[src/rtl/mem_stage.sv]
// RV32I memory-access stage: ALU passthrough, req/ack data-memory access, load formatting, stall control.
// Optional MEM_MISALIGN_TRAP_EN: traps misaligned half/word accesses instead of issuing them.
module mem_stage #(
    parameter int unsigned TIMEOUT_CYCLES = 255
) (
    input  logic        clk,
    input  logic        rst,
    input  logic        ex_valid,
    input  logic [4:0]  ex_wd,
    input  logic        ex_wreg,
    input  logic [31:0] ex_wdata,
    input  logic [4:0]  ex_memop,
    input  logic [31:0] ex_mem_addr,
    input  logic [31:0] ex_mem_sdata,
    output logic        dmem_req,
    output logic        dmem_we,
    output logic [31:0] dmem_addr,
    output logic [3:0]  dmem_be,
    output logic [31:0] dmem_wdata,
    input  logic [31:0] dmem_rdata,
    input  logic        dmem_ack,
    output logic [4:0]  mem_wd,
    output logic        mem_wreg,
    output logic [31:0] mem_wdata,
    output logic        stall_req,
    output logic        mem_bus_err
`ifdef MEM_MISALIGN_TRAP_EN
    ,
    output logic        mem_excp_misalign
`endif
);

    typedef enum logic [1:0] {IDLE, BUSY, DONE} state_t;

    state_t      state_q, state_d;
    logic [31:0] cnt_q, cnt_d;
    logic        req_q, req_d;
    logic        we_q, we_d;
    logic [31:0] addr_q, addr_d;
    logic [3:0]  be_q, be_d;
    logic [31:0] wdata_q, wdata_d;
    logic [31:0] rdata_q, rdata_d;
    logic        err_q, err_d;
    logic        load_q, load_d;
    logic [2:0]  fn3_q, fn3_d;
    logic [1:0]  alo_q, alo_d;

    logic        is_mem, is_store;
    logic [2:0]  fn3;
    logic [1:0]  alo;
    logic [3:0]  st_be;
    logic [31:0] st_wdata;
    logic [7:0]  ld_byte;
    logic [15:0] ld_half;
    logic [31:0] ld_fmt;
    logic        misalign;

    logic [4:0]  mem_wd_c;
    logic        mem_wreg_c;
    logic [31:0] mem_wdata_c;
    logic        stall_c;
    logic        bus_err_c;
    logic        misalign_c;

    assign is_mem   = ex_valid & ex_memop[4];
    assign is_store = ex_memop[3];
    assign fn3      = ex_memop[2:0];
    assign alo      = ex_mem_addr[1:0];

    // Store lane steering; unused funct3 encodings behave as word accesses.
    always_comb begin
        st_be    = 4'hF;
        st_wdata = ex_mem_sdata;
        case (fn3)
            3'd0: begin
                st_be    = 4'b0001 << alo;
                st_wdata = {4{ex_mem_sdata[7:0]}};
            end
            3'd1: begin
                st_be    = alo[1] ? 4'b1100 : 4'b0011;
                st_wdata = {2{ex_mem_sdata[15:0]}};
            end
            default: ;
        endcase
    end

    always_comb begin
        ld_byte = rdata_q[7:0];
        case (alo_q)
            2'd1:    ld_byte = rdata_q[15:8];
            2'd2:    ld_byte = rdata_q[23:16];
            2'd3:    ld_byte = rdata_q[31:24];
            default: ;
        endcase
        ld_half = alo_q[1] ? rdata_q[31:16] : rdata_q[15:0];
        case (fn3_q)
            3'd0:    ld_fmt = {{24{ld_byte[7]}}, ld_byte};
            3'd4:    ld_fmt = {24'h0, ld_byte};
            3'd1:    ld_fmt = {{16{ld_half[15]}}, ld_half};
            3'd5:    ld_fmt = {16'h0, ld_half};
            default: ld_fmt = rdata_q;
        endcase
    end

`ifdef MEM_MISALIGN_TRAP_EN
    always_comb begin
        misalign = 1'b0;
        if (is_store) begin
            if (fn3 == 3'd1)      misalign = alo[0];
            else if (fn3 != 3'd0) misalign = (alo != 2'd0);
        end else begin
            if (fn3 == 3'd1 || fn3 == 3'd5)      misalign = alo[0];
            else if (fn3 != 3'd0 && fn3 != 3'd4) misalign = (alo != 2'd0);
        end
    end
`else
    assign misalign = 1'b0;
`endif

    always_comb begin
        state_d     = state_q;
        cnt_d       = cnt_q;
        req_d       = req_q;
        we_d        = we_q;
        addr_d      = addr_q;
        be_d        = be_q;
        wdata_d     = wdata_q;
        rdata_d     = rdata_q;
        err_d       = err_q;
        load_d      = load_q;
        fn3_d       = fn3_q;
        alo_d       = alo_q;
        mem_wd_c    = ex_wd;
        mem_wreg_c  = 1'b0;
        mem_wdata_c = ex_wdata;
        stall_c     = 1'b0;
        bus_err_c   = 1'b0;
        misalign_c  = 1'b0;
        case (state_q)
            IDLE: begin
                if (!is_mem) begin
                    mem_wreg_c = ex_wreg & ex_valid;
                end else if (misalign) begin
                    misalign_c = 1'b1;
                end else begin
                    stall_c = 1'b1;
                    state_d = BUSY;
                    req_d   = 1'b1;
                    we_d    = is_store;
                    addr_d  = {ex_mem_addr[31:2], 2'b00};
                    be_d    = is_store ? st_be : 4'hF;
                    wdata_d = is_store ? st_wdata : 32'h0;
                    cnt_d   = 32'h0;
                    load_d  = ~is_store;
                    fn3_d   = fn3;
                    alo_d   = alo;
                end
            end
            BUSY: begin
                stall_c = 1'b1;
                if (dmem_ack) begin
                    rdata_d = dmem_rdata;
                    req_d   = 1'b0;
                    state_d = DONE;
                end else begin
                    cnt_d = cnt_q + 32'd1;
                    // Abort on the last allowed BUSY cycle; a zero limit waits forever.
                    if (TIMEOUT_CYCLES != 0 && cnt_q == TIMEOUT_CYCLES - 1) begin
                        req_d   = 1'b0;
                        rdata_d = 32'h0;
                        err_d   = 1'b1;
                        state_d = DONE;
                    end
                end
            end
            DONE: begin
                mem_wreg_c  = ex_wreg;
                mem_wdata_c = load_q ? ld_fmt : ex_wdata;
                bus_err_c   = err_q;
                err_d       = 1'b0;
                state_d     = IDLE;
            end
            default: state_d = IDLE;
        endcase
    end

    always_ff @(posedge clk or negedge rst) begin
        if (!rst) begin
            state_q <= IDLE;
            cnt_q   <= 32'h0;
            req_q   <= 1'b0;
            we_q    <= 1'b0;
            addr_q  <= 32'h0;
            be_q    <= 4'h0;
            wdata_q <= 32'h0;
            rdata_q <= 32'h0;
            err_q   <= 1'b0;
            load_q  <= 1'b0;
            fn3_q   <= 3'h0;
            alo_q   <= 2'h0;
        end else begin
            state_q <= state_d;
            cnt_q   <= cnt_d;
            req_q   <= req_d;
            we_q    <= we_d;
            addr_q  <= addr_d;
            be_q    <= be_d;
            wdata_q <= wdata_d;
            rdata_q <= rdata_d;
            err_q   <= err_d;
            load_q  <= load_d;
            fn3_q   <= fn3_d;
            alo_q   <= alo_d;
        end
    end

    assign dmem_req   = req_q;
    assign dmem_we    = we_q;
    assign dmem_addr  = addr_q;
    assign dmem_be    = be_q;
    assign dmem_wdata = wdata_q;

    // Pipeline-facing outputs are combinational, so they are gated while reset is held.
    assign mem_wd      = rst ? mem_wd_c : 5'h0;
    assign mem_wreg    = rst & mem_wreg_c;
    assign mem_wdata   = rst ? mem_wdata_c : 32'h0;
    assign stall_req   = rst & stall_c;
    assign mem_bus_err = rst & bus_err_c;
`ifdef MEM_MISALIGN_TRAP_EN
    assign mem_excp_misalign = rst & misalign_c;
`endif

endmodule
[config.mk]
export PLATFORM = sky130hd
export DESIGN_NAME = mem_stage
export DESIGN_NICKNAME = d
export VERILOG_FILES = /design/src/rtl/mem_stage.sv
export SDC_FILE = /design/constraint.sdc
export NUM_CORES = 1
export LEC_CHECK = 0
export CELL_PAD_IN_SITES_DETAIL_PLACEMENT = 0
export CELL_PAD_IN_SITES_GLOBAL_PLACEMENT = 2
export CORE_ASPECT_RATIO = 1.4
export CORE_UTILIZATION = 28
export DETAILED_ROUTE_END_ITERATION = 16
export PLACE_DENSITY = 0.95
export SLEW_MARGIN = 20
export SYNTH_ARGS = -nofsm -noshare
export SYNTH_HDL_FRONTEND = slang
export SYNTH_SLANG_ARGS = --single-unit
[constraint.sdc]
create_clock -name clk -period 4.8 [get_ports clk]
set_input_delay 0.96 -clock clk [delete_from_list [all_inputs] [get_ports clk]]
set_output_delay 0.96 -clock clk [all_outputs]
set_load 0.01 [all_outputs]
# Yosys cells after proc, flatten, opt, wreduce, memory -nomap -nowiden
# Cells that the tools add are included.
[totals] wordCells=79 regBits=141 inputBits=143 output_inout_bits=110
[op_classes] eq_ne=14 bitwise=6 reduce_logical=12 n_mux=33 addsub=1 shifts=1
[op_table] cell="$mux 32" n=8
[op_table] cell="$pmux 32 s2" n=2
[op_table] cell="$pmux 32 s4" n=1
[op_table] cell="$add 32x1->32 const B" n=1
[op_table] cell="$eq 32x8->1 const B" n=1
[op_table] cell="$pmux 8 s3" n=1
[op_table] cell="$mux 16" n=1
[op_table] cell="$reduce_and 3->1" n=3
[op_table] cell="$mux 1" n=8
[op_table] cell="$mux 4" n=2
[op_table] cell="$pmux 1 s2" n=4
[op_table] cell="$pmux 4 s2" n=1
[op_table] cell="$eq 2x2->1 const B" n=3
[op_table] cell="$eq 3x1->1 const B" n=2
[op_table] cell="$eq 3x3->1 const B" n=2
[op_table] cell="$logic_not 3->1" n=2
[op_table] cell="$mux 2" n=3
[op_table] cell="$ne 2x2->1 const B" n=3
[op_table] cell="$reduce_and 2->1" n=3
[op_table] cell="$reduce_bool 2->1" n=3
[op_table] cell="$and 1x1->1" n=5
[op_table] cell="$mux 5" n=1
[op_table] cell="$eq 2x1->1 const B" n=2
[op_table] cell="$pmux 2 s2" n=1
[op_table] cell="other kinds (4)" n=4

# Logic depth before layout (Yosys ltp)
[logic_depth] word_depth=6 mapped_depth=8 depth_no_buf=6

# Least setup slack after synthesis
# OpenSTA, ideal clock, no wires.
[synth_timing] path_type="input port to output port" start="input port rst" end="output port mem_wdata[21]" n_path_buf=1 setup_slack_ps=1929 stages=5 arrival_time_ps=1911 cell_sequence="o21ai_0 a211oi_1 clkbuf_1 o21ai_0 nand2_1"
[synth_between] elab_chain_len=1
[synth_lines] item="start, declared" line="7" source="input logic rst,"
[synth_lines] item="$mux 32" line="226" source="assign mem_wdata = rst ? mem_wdata_c : 32'h0;"
[synth_lines] item="end, declared" line="24" source="output logic [31:0] mem_wdata,"
# Every way passes these cells.

# Final worst setup path
[layout_timing] start="register alo_q[1]" end="output port mem_wdata[14]"
[layout_between] elab_chain_len=6
[layout_lines] item="start, declared" line="46" source="logic [1:0] alo_q, alo_d;"
[layout_lines] item="start signal, assigned" line="213" source="alo_q <= alo_d;"
[layout_lines] item="$eq 2x2->1 / $eq 2x1->1 (equally long branches)" line="89" source="case (alo_q)"
[layout_lines] item="$pmux 8 s3" line="89"
[layout_lines] item="$pmux 32 s4 (*)" line="96" source="case (fn3_q)"
[layout_lines] item="$mux 32 (*)" line="178" source="mem_wdata_c = load_q ? ld_fmt : ex_wdata;"
[layout_lines] item="$mux 32 (*)" line="139" source="case (state_q)"
[layout_lines] item="$mux 32 (*)" line="226"
# Mark *: on every way between the ends. The rest lies on a longest branch, timed or not.

==> metrics <==
compound-gate portion of the synthesized area between 15 and 20%; number of CTS-inserted buffers 17; dpl ws ~1.1 ns; mux share of post-synthesis cell area 5.44%; area leader, netlist dfrtp_1; WP data required around 3.8 ns; mean routed wirelength per cell 17.7 um; vias in the first global route about 6,600; Post-DP Area between 9000 and 10,000 sq um; Final Hold Fails 0; global-route wire length before repair ~37,000 um; Synth top area share between 40 and 50%; Clock transition at path regs ~0.06 ns; Initial Util 28.6%; via count roughly 6,500; post-CTS sizing 0; Top FF cell, synth dfrtp_1; syn_area_per_cell 9.09 sq um; Syn Inst Count 779; Pre-Repair DR Iteration Count 4; yosys warns 0; Final Util between 40% and 50%; die height between 150 and 200 um; H-tree levels 4; Tot GR Track Use between 10% and 20%; Final Setup Violations 0; crit path kind reg2out; Max FO, Critical Path 19; gr ovfl total 0; Crit-path slowest cell dfrtp_1; Worst Setup Slack, final a little over 0.7 ns; Layout area overhead 47.8%; distinct cell type count after synthesis just under 60; full die area between 20,000 and 30,000 sq um; clk sink count about 140; Leak 0.00458 uW; fin area between 10,000 and 15,000 sq um; maximum vdd drop approximately 0.26 mV; CTS tree yes; initial DRC count between 200 and 250; hold buffers post-CTS 0; Setup crit start kind flip-flop; xor/xnor share of the synthesized area ~2.7%; core area between 20,000 and 25,000 sq um; largest family of logic cells by synthesized area simple AND/OR/NAND/NOR gates; Yosys reg bits roughly 140; total wire length 23,600 um; most frequent cells in the layout clkdlybuf4s50_1, nand2_1, dfrtp_1; final slew viol count 0; top cells by area, synth dfrtp_1, nand2_1, mux2i_1; clock latency on the worst-skew pair 0.43 ns; initial antenna violation count 0; fin crit share about 85%; Adder-Cell Fraction of Synth Area less than 1%; worst slew pin tran 0.971 ns; crit path time final around 4 ns; simple logic cell fraction of the synthesized area ~23%; largest net degree at the start of global routing 85; RSZ-0062 raised after global routing false; share of layout cells above drive strength 1 6.26%; crit-path max cell delay 0.83 ns; post-DR vias/cell 4.84; Final Power ~4000 uW; Worst Hold Class in2async; HPWL after DPL approximately 17,000 um; Clock Skew roughly 0.010 ns; max_slew headroom a little over a third; row count 68; post-route setup TNS 0 ns; status complete, no violations; commonest non-fill, non-tap cell in the layout clkdlybuf4s50_1; final layout net count 1,155; number of antenna diodes 0; most used cell, CP nor2_1; PD cells around 390 nW/um^2; port bufs between 200 and 300; synthesized area just over 7000 sq um; sequential fraction of the synthesis area approximately half; WP data arrival between 3 and 4 ns; CP endpoint kind primary output; max-cap viol count 0; async set-reset flop share out of synthesis 100%; residual DRC count 0; number of synthesized flops with an enable pin 0; Post-CTS Setup Inserts 0; Antenna Nets Post-Route 0; I/O Pins roughly 250; Root Buffer clkbuf_16; maximum buffer depth of the clock tree 2; GP Congestion approximately 0.80; Highest Clock Rate ~250 MHz; CP Cell Sequence mux4_2 > a21oi_1 > nor2_1 > a221oi_1 > nor2_1 > clkdlybuf4s50_1; die width between 100 and 150 um
## kinds of logic after synthesis
kind of cell / count (synthesis)
AND/OR/NAND/NOR: 356
AO/OA/AOI/OAI: 158
flip-flops: 141
buffers and inverters: 62
multiplexers: 37
XOR/XNOR: 22
adder cells (fa/ha/maj): 2
other: 1
## worst max-delay path: cells and delay by family, from the launching register on
kind / cells / cell delay [ns]
compound gates: 2 / 0.53
buf+inv: 1 / 0.49
flops: 1 / 0.83
mux: 1 / 0.60
simple gates: 2 / 0.23
## stage by stage
step / instances / hold slack (ns)
2_1_floorplan: 780 / 0.462
3_3_place_gp: 1306 / 0.452
3_5_place_dp: 1306 / 0.456
4_1_cts: 1338 / 0.418
5_1_grt: 1338 / 0.429
6_report: 1338 / 0.422
## synthesized netlist by cell type (7+ instances only)
| cell | count |
|---|---|
| nor2_1 | 46 |
| inv_1 | 11 |
| o21ai_0 | 68 |
| nor4_1 | 10 |
| and3_1 | 8 |
| nand2_1 | 217 |
| nand4_1 | 10 |
| a21oi_1 | 17 |
| xor2_1 | 12 |
| dfrtp_1 | 141 |
| nand3_1 | 22 |
| clkbuf_1 | 39 |
| a22o_1 | 32 |
| a21boi_0 | 7 |
| mux2i_1 | 34 |
| a221oi_1 | 7 |
| xnor2_1 | 10 |
| nor3b_1 | 8 |
## registers in the layout (all words and copies together) (netlist names)
name        count
cnt_q          32
dmem_wdata     32
rdata_q        32
dmem_addr      30
dmem_be         4
fn3_q           3
alo_q           2
state_q         2
dmem_req        1
dmem_we         1
err_q           1
load_q          1
## cell type report
| cell class | count | area [sq um] |
|---|---|---|
| well taps | 315 | 394 |
| repair buffers | 262 | 2590 |
| flip-flops and latches | 141 | 3530 |
| clock inverters | 13 | 133 |
| fillers | 2471 | 14300 |
| multi-input cells | 577 | 3320 |
| clock buffers | 19 | 453 |
| inverters | 11 | 41.3 |
## power by group
group	internal (uW)	switching, uW
Clock	752	560
Sequential	1430	231
Combinational	581	491
## per-layer routing
layer	global-route usage [%]	part of all wire (%)	wire length (um)
met5	0	0	0
met4	7.74	2.8	661
met3	5.41	6.9	1640
met2	31.5	49	11500
met1	22.1	41	9780
## worst paths after layout
check / start / to / slack [ns] / depth (start not counted)
max: alo_q[1] / mem_wdata[14] / 0.73 / 6
min reg2reg: dmem_wdata[7] / dmem_wdata[7] / 0.47 / 2
max in group asynchronous: rst / dmem_wdata[31] / 3.08 / 3
min: rst / cnt_q[15] / 0.42 / 1
min in group clk: dmem_wdata[7] / dmem_wdata[7] / 0.47 / 2
max reg2reg: state_q[1] / cnt_q[29] / 2.58 / 5
Note: power is estimated with default switching activity, not from simulation.
